===== src/rtl/secuencia_gen.sv =====
// Serial pattern generator: shifts a captured WIDTH-bit pattern out MSB-first,
// pads each frame with GAP zero bits, and either repeats or pulses done.
module secuencia_gen #(
    parameter int unsigned WIDTH = 8,
    parameter int unsigned GAP   = 2
) (
    input  logic             clk,
    input  logic             reset,
    input  logic             start,
    input  logic [WIDTH-1:0] pattern,
    input  logic             repeat_en,
    input  logic             stop,
    output logic             w,
    output logic             busy,
    output logic             done
);

    localparam int unsigned BCW = (WIDTH > 1) ? $clog2(WIDTH) : 1;
    localparam int unsigned GCW = (GAP > 0) ? $clog2(GAP + 1) : 1;
    localparam logic [BCW-1:0] BIT_LAST = BCW'(WIDTH - 1);
    localparam logic [GCW-1:0] GAP_LAST = GCW'((GAP > 0) ? GAP - 1 : 0);

    typedef enum logic [1:0] {
        S_IDLE = 2'd0,
        S_SEND = 2'd1,
        S_GAP  = 2'd2
    } state_t;

    state_t           state, state_n;
    logic [WIDTH-1:0] shreg, shreg_n;
    logic [WIDTH-1:0] saved, saved_n;
    logic [BCW-1:0]   bitcnt, bitcnt_n;
    logic [GCW-1:0]   gapcnt, gapcnt_n;
    logic             stop_l, stop_l_n;
    logic             w_n, busy_n, done_n;
    logic             rep_ok;

    // Repeat only when requested and no stop has been seen, including this cycle.
    assign rep_ok = repeat_en && !stop_l && !stop;

    always_ff @(posedge clk or negedge reset) begin
        if (!reset) begin
            state  <= S_IDLE;
            shreg  <= '0;
            saved  <= '0;
            bitcnt <= '0;
            gapcnt <= '0;
            stop_l <= 1'b0;
            w      <= 1'b0;
            busy   <= 1'b0;
            done   <= 1'b0;
        end else begin
            state  <= state_n;
            shreg  <= shreg_n;
            saved  <= saved_n;
            bitcnt <= bitcnt_n;
            gapcnt <= gapcnt_n;
            stop_l <= stop_l_n;
            w      <= w_n;
            busy   <= busy_n;
            done   <= done_n;
        end
    end

    always_comb begin
        state_n  = state;
        shreg_n  = shreg;
        saved_n  = saved;
        bitcnt_n = bitcnt;
        gapcnt_n = gapcnt;
        stop_l_n = stop_l;
        done_n   = 1'b0;

        case (state)
            S_IDLE: begin
                if (start) begin
                    shreg_n  = pattern;
                    saved_n  = pattern;
                    bitcnt_n = '0;
                    stop_l_n = 1'b0;
                    state_n  = S_SEND;
                end
            end

            S_SEND: begin
                shreg_n  = {shreg[WIDTH-2:0], 1'b0};
                bitcnt_n = bitcnt + BCW'(1);
                if (stop) begin
                    stop_l_n = 1'b1;
                end
                if (bitcnt == BIT_LAST) begin
                    if (GAP > 0) begin
                        gapcnt_n = '0;
                        state_n  = S_GAP;
                    end else if (rep_ok) begin
                        shreg_n  = saved;
                        bitcnt_n = '0;
                        state_n  = S_SEND;
                    end else begin
                        state_n = S_IDLE;
                        done_n  = 1'b1;
                    end
                end
            end

            S_GAP: begin
                gapcnt_n = gapcnt + GCW'(1);
                if (stop) begin
                    stop_l_n = 1'b1;
                end
                // End-of-frame decision on the last gap bit.
                if (gapcnt == GAP_LAST) begin
                    if (rep_ok) begin
                        shreg_n  = saved;
                        bitcnt_n = '0;
                        state_n  = S_SEND;
                    end else begin
                        state_n = S_IDLE;
                        done_n  = 1'b1;
                    end
                end
            end

            default: begin
                state_n = S_IDLE;
            end
        endcase

        // Output registers load the values the next state will present.
        w_n    = (state_n == S_SEND) ? shreg_n[WIDTH-1] : 1'b0;
        busy_n = (state_n != S_IDLE);
    end

endmodule


===== config.mk =====
export PLATFORM = sky130hd
export DESIGN_NAME = secuencia_gen
export DESIGN_NICKNAME = d
export VERILOG_FILES = /design/src/rtl/secuencia_gen.sv
export SDC_FILE = /design/constraint.sdc
export NUM_CORES = 1
export LEC_CHECK = 0
export BUFFER_PORTS_ARGS = -buffer_cell sky130_fd_sc_hd__buf_4
export CAP_MARGIN = 20
export CORE_MARGIN = 5
export CORE_UTILIZATION = 50
export CTS_CLUSTER_DIAMETER = 150
export DETAILED_ROUTE_END_ITERATION = 8
export PLACE_DENSITY = 0.74
export SLEW_MARGIN = 10
export SYNTH_ARGS = -nofsm -noshare
export SYNTH_HDL_FRONTEND = slang
export SYNTH_SLANG_ARGS = --single-unit
export TNS_END_PERCENT = 20

===== constraint.sdc =====
create_clock -name clk -period 1.9 [get_ports clk]
set_input_delay 0.38 -clock clk [delete_from_list [all_inputs] [get_ports clk]]
set_output_delay 0.38 -clock clk [all_outputs]
set_load 0.05 [all_outputs]

==> metrics.yaml, run 1 <==
critPathMaxStageDelay_ps: 450
row_count: 18
wire_per_inst_microns: 15.84
utilization_pct: 61.31
die_w_microns: 60.87
cts_tree: "done"
grt_use_total_pct: 16.73
wl_microns: 2630
clk_pin_slew_ps: 160
p_leak_nw: 0.6837
timing.slew.headroom_pct: 74.51
grt_use_met1_pct: 22.00
drive_gt1_share_pct: 25.74
grt_overflow_total: 0
route.detailed.drc: 0
async_reset_ff_share_pct: 100.0
yosys.area_share.adder_pct: 7.737
worstSetupPathType: "reg2reg"
synth_simple_gate_area_share_pct: 11.22
numCtsBuffers: 3
report.final.slew_viol_count: 0
final.min_clock_period_ps: 1798
ys_seq_elements: 27
hold_violations: 0
critPathSlowestCell: "dfrtp_1"
synth_cells: 116
cp.required_ps: 2160
initial_utilization_pct: 52.22
cap_viol_max_count: 0
synth_flop_cell: "dfrtp_1"
syn_area_sq_um: 1294
antenna_found_initial: 0
die_area_sq_um: 3705
regToRegStartpoint: "stop_l"
top_usage_layer: "met2"
synthesis.nets: 137
finalClockSkew_ps: 18.66
synth_top_cell_area_share_pct: 52.22
rsz0062_at_grt: "no"
synth_edf_count: 0
synth_warnings: 0
synth_compound_area_share_pct: 17.50
regToRegEndpoint: "shreg[4]"
crit_path_end_kind: "flop"
drtIter0Drc: 37
dr.pass1.iters: 4
use_met3_pct: 4.043
hp-start: "pattern[0]"
numPortBuffers: 15
r2r_slack_ps: 100
synth_xor_area_share_pct: 0.6770
p_per_area_nw_per_um2: 1356
antennaDiodeCount: 0
ys_seq_area_share_pct: 52.22
worst_slew_pin_slew_ps: 372.7
synthMuxAreaShare_pct: 7.737
startpoint_type: "flop"
grtUsageMet2_pct: 28.40
synthTopCellsByCount: "dfrtp_1 (27), nand2_1 (12), ha_1 (8), mux2_2 (8), o21ai_1 (7)"
cts.path.max_buffers: 2
synth.distinct_cells: 30
crit_arrival_ps: 2050
drt-vias-per-instance: 5.819
die_y_microns: 60.87
gp_congestion: 0.7777
setup_tns_ps: 0
hold_class: "in2reg"
nets: 158
setup_violations: 0
grt_pass1_vias: 991
peakVddDrop_mv: 0.9639
cts_root_buffer: "clkbuf_4"
cts_sinks: 27
grt_pass1_wl_microns: 4602
r2r_cells: 4
grt_max_degree: 28
holdPathStages: 2
worstPathCellList: "or3b_1, a2111o_1, or2_4, o21ai_1"
period_share_pct: 94.62
path_max_fanout: 7
clock_latency_ps: 330
synth_top_family_by_area: "compound AO/OA/AOI/OAI gates"
fmax_ghz: 0.5563
io_pins: 16
vias: 966
synth.most_common_cell: "dfrtp_1"
final_antenna_net_count: 0
yosys.area.top_type: "dfrtp_1"
synth_area_leaders: "dfrtp_1 (52%), ha_1 (7.7%), mux2_2 (7.0%), a222oi_1 (4.6%), nand2_1 (3.5%)"
hold_end: "saved[0]"
cts_max_level: 1
timing.hold.ws_ps: 293.3
core_area_sq_um: 2477
status: "complete, no violations"
dpl.hpwl_microns: 1895
syn2layout_area_growth_pct: 17.41
avgSynthCellArea_sq_um: 11.15
## power breakdown
group	switching (mW)	internal (mW)	leakage (nW)	total [mW]
Clock	0.176	0.0805	0.0139	0.257
Sequential	0.137	0.809	0.341	0.946
Combinational	0.454	0.403	0.329	0.857
Total	0.768	1.29	0.684	2.06
## logic make-up after synthesis
family / after synthesis
compound gates: 33
xor+xnor: 1
fa+ha+maj: 8
buf+inv: 10
flops: 27
mux: 9
simple gates: 28
## repair_timing
item                       CTS  global route
hold buffers                 1             0
setup endpoints to repair    0             3
resized for setup            0             2
hold endpoints to repair    27             0
buffers inserted             0             0
## sequential cells by signal (all words and copies together) (netlist names)
| name | cells |
|---|---|
| done | 1 |
| shreg | 8 |
| busy | 1 |
| w | 1 |
| bitcnt | 3 |
| state | 2 |
| stop_l | 1 |
| saved | 8 |
| gapcnt | 2 |
## area by class of cell
class | count | area (sq um)
clock buffers | 3 | 22.52
fillers | 216 | 958.4
inverters | 5 | 18.77
repair buffers | 21 | 172.7
flip-flops and latches | 27 | 676.9
multi-input cells | 79 | 583.1
well taps | 30 | 37.54
clock inverters | 1 | 7.507
## metrics by stage
stage | std cells | cell area [sq um] | worst slack [ps] | power, mW
after global placement | 161 | 1475 | 121.0 | 1.753
after CTS | 166 | 1515 | 78.83 | 2.075
after detailed placement | 161 | 1475 | 84.99 | 1.803
after global routing | 166 | 1519 | 9.657 | 2.220
after floorplan | 116 | 1294 | 62.63 | 1.519
final | 166 | 1519 | 102.3 | 2.060
## routing by layer
layer  vias to the layer above  share of wire, %  routed length, microns
li1                        463                 -                       -
met1                       474                43                    1137
met2                        25                52                    1361
met3                         4               4.0                     106
met4                         0              0.95                      25
met5                         -                 0                       0
## how the worst max path moves through the flow
stage | startpoint | end | slack [ps] | cells after the start
after floorplan | state[1] | saved[0] | 60 | 6
after global placement | stop | shreg[2] | 120 | 5
after detailed placement | stop | shreg[0] | 80 | 5
after CTS | state[1] | shreg[4] | 80 | 6
after global routing | stop_l | shreg[4] | 10 | 4
final | stop_l | shreg[4] | 100 | 4
## critical path: cells and delay by family (launching register included)
family	cells	cell delay, ps
simple gates	2	690
compound gates	2	570
flops	1	450
## cells in the final DEF, fill, tap and decap left out, drive strengths merged, types with 2 or more instances in the layout
| cell | Yosys | final |
|---|---|---|
| dfrtp | 27 | 27 |
| buf | 0 | 20 |
| nand2 | 12 | 12 |
| o21ai | 11 | 11 |
| mux2 | 8 | 8 |
| ha | 8 | 8 |
| a222oi | 6 | 6 |
| inv | 5 | 5 |
| a21oi | 5 | 5 |
| and2 | 4 | 4 |
| nor2b | 3 | 3 |
| nor2 | 3 | 3 |
| clkbuf | 5 | 3 |
| a31oi | 2 | 2 |
| o22ai | 2 | 2 |
No activity file was read; power rests on OpenSTA's default activity.
==> run 2, diff against run 1 <==
--- a/config.mk
+++ b/config.mk
@@ -9,9 +9,12 @@
 export CAP_MARGIN = 20
 export CORE_MARGIN = 5
 export CORE_UTILIZATION = 50
+export CTS_BUF_LIST = sky130_fd_sc_hd__clkbuf_4 sky130_fd_sc_hd__clkbuf_8 sky130_fd_sc_hd__clkbuf_16
 export CTS_CLUSTER_DIAMETER = 150
 export DETAILED_ROUTE_END_ITERATION = 8
+export GPL_TIMING_DRIVEN = 0
 export PLACE_DENSITY = 0.74
+export RECOVER_POWER = 100
 export SLEW_MARGIN = 10
 export SYNTH_ARGS = -nofsm -noshare
 export SYNTH_HDL_FRONTEND = slang
==> run 2 against run 1 <==
  * Flip-flop and latch count stayed put
  * Critical path depth unchanged
  * Clock skew shrank 9.6 ps
  * Clock power about the same
  * Via count shrank 2.2%
  * Largest cell class unchanged
  * Die area stayed put
==> metrics.yaml, run 2 (synthesis results as in run 1) <==
ff_latch_area_sq_um: 676.9
regToRegEndpoint: "shreg[4]"
startpoint: "stop_l"
report.final.slew_viol_count: 0
clock_latency_ps: 330
core_area_sq_um: 2477
rsz0062_at_grt: "no"
grt_use_total_pct: 15.52
cts_root_buffer: "clkbuf_4"
worstSetupPathType: "reg2reg"
critPathSlowestCell: "a2111o_1"
final_cell_mix: "dfrtp_1 (26), buf_4 (14), nand2_1 (12)"
vias: 945
fmax_ghz: 0.5485
r2r_cells: 4
grt_pass1_wl_microns: 4257
critPathTopFamily: "simple AND/OR/NAND/NOR gates"
die_y_microns: 60.87
cts_max_level: 1
dr.pass1.iters: 4
power_switching_mw: 0.7531
antenna_found_initial: 0
dpl.hpwl_microns: 1783
grt_max_degree: 28
wl_microns: 2535
grt_overflow_total: 0
clk_pin_slew_ps: 150
hold_class: "in2reg"
status: "complete, no violations"
p_per_area_nw_per_um2: 1345
seqPwrFrac_pct: 46.1
nFillCells: 235
die_area_sq_um: 3705
r2r_slack_ps: 80
finalClockSkew_ps: 9.008
final_antenna_net_count: 0
cts_tree: "done"
gp_congestion: 0.7871
grt_pass1_vias: 980
critPathMaxStageDelay_ps: 480
mostFrequentLayoutCell: "dfrtp_1"
pwr-share-clk_pct: 12.7
drt-vias-per-instance: 5.625
drtIter0Drc: 40
cp.required_ps: 2170
cap_viol_max_count: 0
timing.hold.ws_ps: 277.4
power_mw: 2.017
worstPathCellList: "or3b_1, a2111o_1, or2_4, o21ai_1"
multi_input_area_sq_um: 586.8
row_count: 18
numCtsBuffers: 3
pwr-share-comb_pct: 41.2
p_sw_share_pct: 37.34
startpoint_type: "flop"
hold_violations: 0
period_share_pct: 95.95
wire_per_inst_microns: 15.09
die_w_microns: 60.87
top_regs: "saved: 8 flops, shreg: 8 flops, bitcnt: 3 flops"
regToRegStartpoint: "stop_l"
setup_violations: 0
finish.instance_area_sq_um: 1499
crit_arrival_ps: 2090
path_max_fanout: 7
route.detailed.drc: 0
timing.slew.headroom_pct: 55.09
io_pins: 16
initial_utilization_pct: 52.22
crit_path_end_kind: "flop"
utilization_pct: 60.51
peakVddDrop_mv: 0.7427
critPathBufInv: 0
cts.path.max_buffers: 2
numPortBuffers: 15
endpoint: "shreg[4]"
syn2layout_area_growth_pct: 15.86
cts_sinks: 27
worst_slew_pin_slew_ps: 673.7
crit_cells: 4
final.min_clock_period_ps: 1823
drive_gt1_share_pct: 24.64
antennaDiodeCount: 0
intPower_mw: 1.264
place_area_sq_um: 1444
nets: 160
p_leak_nw: 0.6682
## run 2: area by class of cell
type / count / area share [%]
multi-input combinational: 79 / 39.15
clock inverter: 1 / 0.5008
buffer: 4 / 1.169
timing repair buffer: 19 / 8.765
sequential: 27 / 45.16
clock buffer: 3 / 1.503
tap: 30 / 2.504
inverter: 5 / 1.252
## run 2: power groups by stage
stage                     registers, mW  logic (mW)  clock network (mW)
after detailed placement          0.956       0.786                   0
after CTS                         0.933       0.823               0.269
after global routing              0.957       0.930               0.295
final                             0.930       0.831               0.256
after global placement            0.944       0.758                   0
after floorplan                   0.993       0.527                   0
## run 2: worst register-to-register path: cells and delay by family, from the launching register on
family,cells,cell delay (ps)
AO/OA/AOI/OAI,2,640
flip-flops,1,430
AND/OR/NAND/NOR,2,720
## run 2: through the flow
step | worst slack (ps) | instances | setup TNS [ps]
floorplan | 62.63 | 116 | 0
global placement | -194.1 | 161 | -2165
detailed placement | -226.2 | 161 | -2585
CTS | 15.19 | 166 | 0
global route | 2.290 | 168 | 0
finish | 76.97 | 168 | 0
## run 2: how the worst min path moves through the flow
stage / endpoint / cells past startpoint / from
4_1_cts: saved[2] / 2 / pattern[2]
2_1_floorplan: bitcnt[0] / 0 / reset
3_3_place_gp: w / 1 / reset
6_report: saved[4] / 2 / pattern[4]
5_1_grt: saved[4] / 2 / pattern[4]
3_5_place_dp: busy / 1 / reset
## run 2: what timing repair did
item                                    CTS  global route
endpoints found under the hold margin    27             0
gates resized for setup                   4             4
endpoints found under the setup margin   18            19
setup buffers                             1             2
pin swaps                                 0             1
hold buffers                              1             0
## run 2: metal layers
metal / up-vias / routed length (microns) / track usage (%)
met2: 20 / 1215 / 26.56
met1: 452 / 1169 / 19.60
li1: 468 / - / -
met4: 0 / 44 / 6.811
met3: 5 / 106 / 1.915
met5: - / 0 / 0
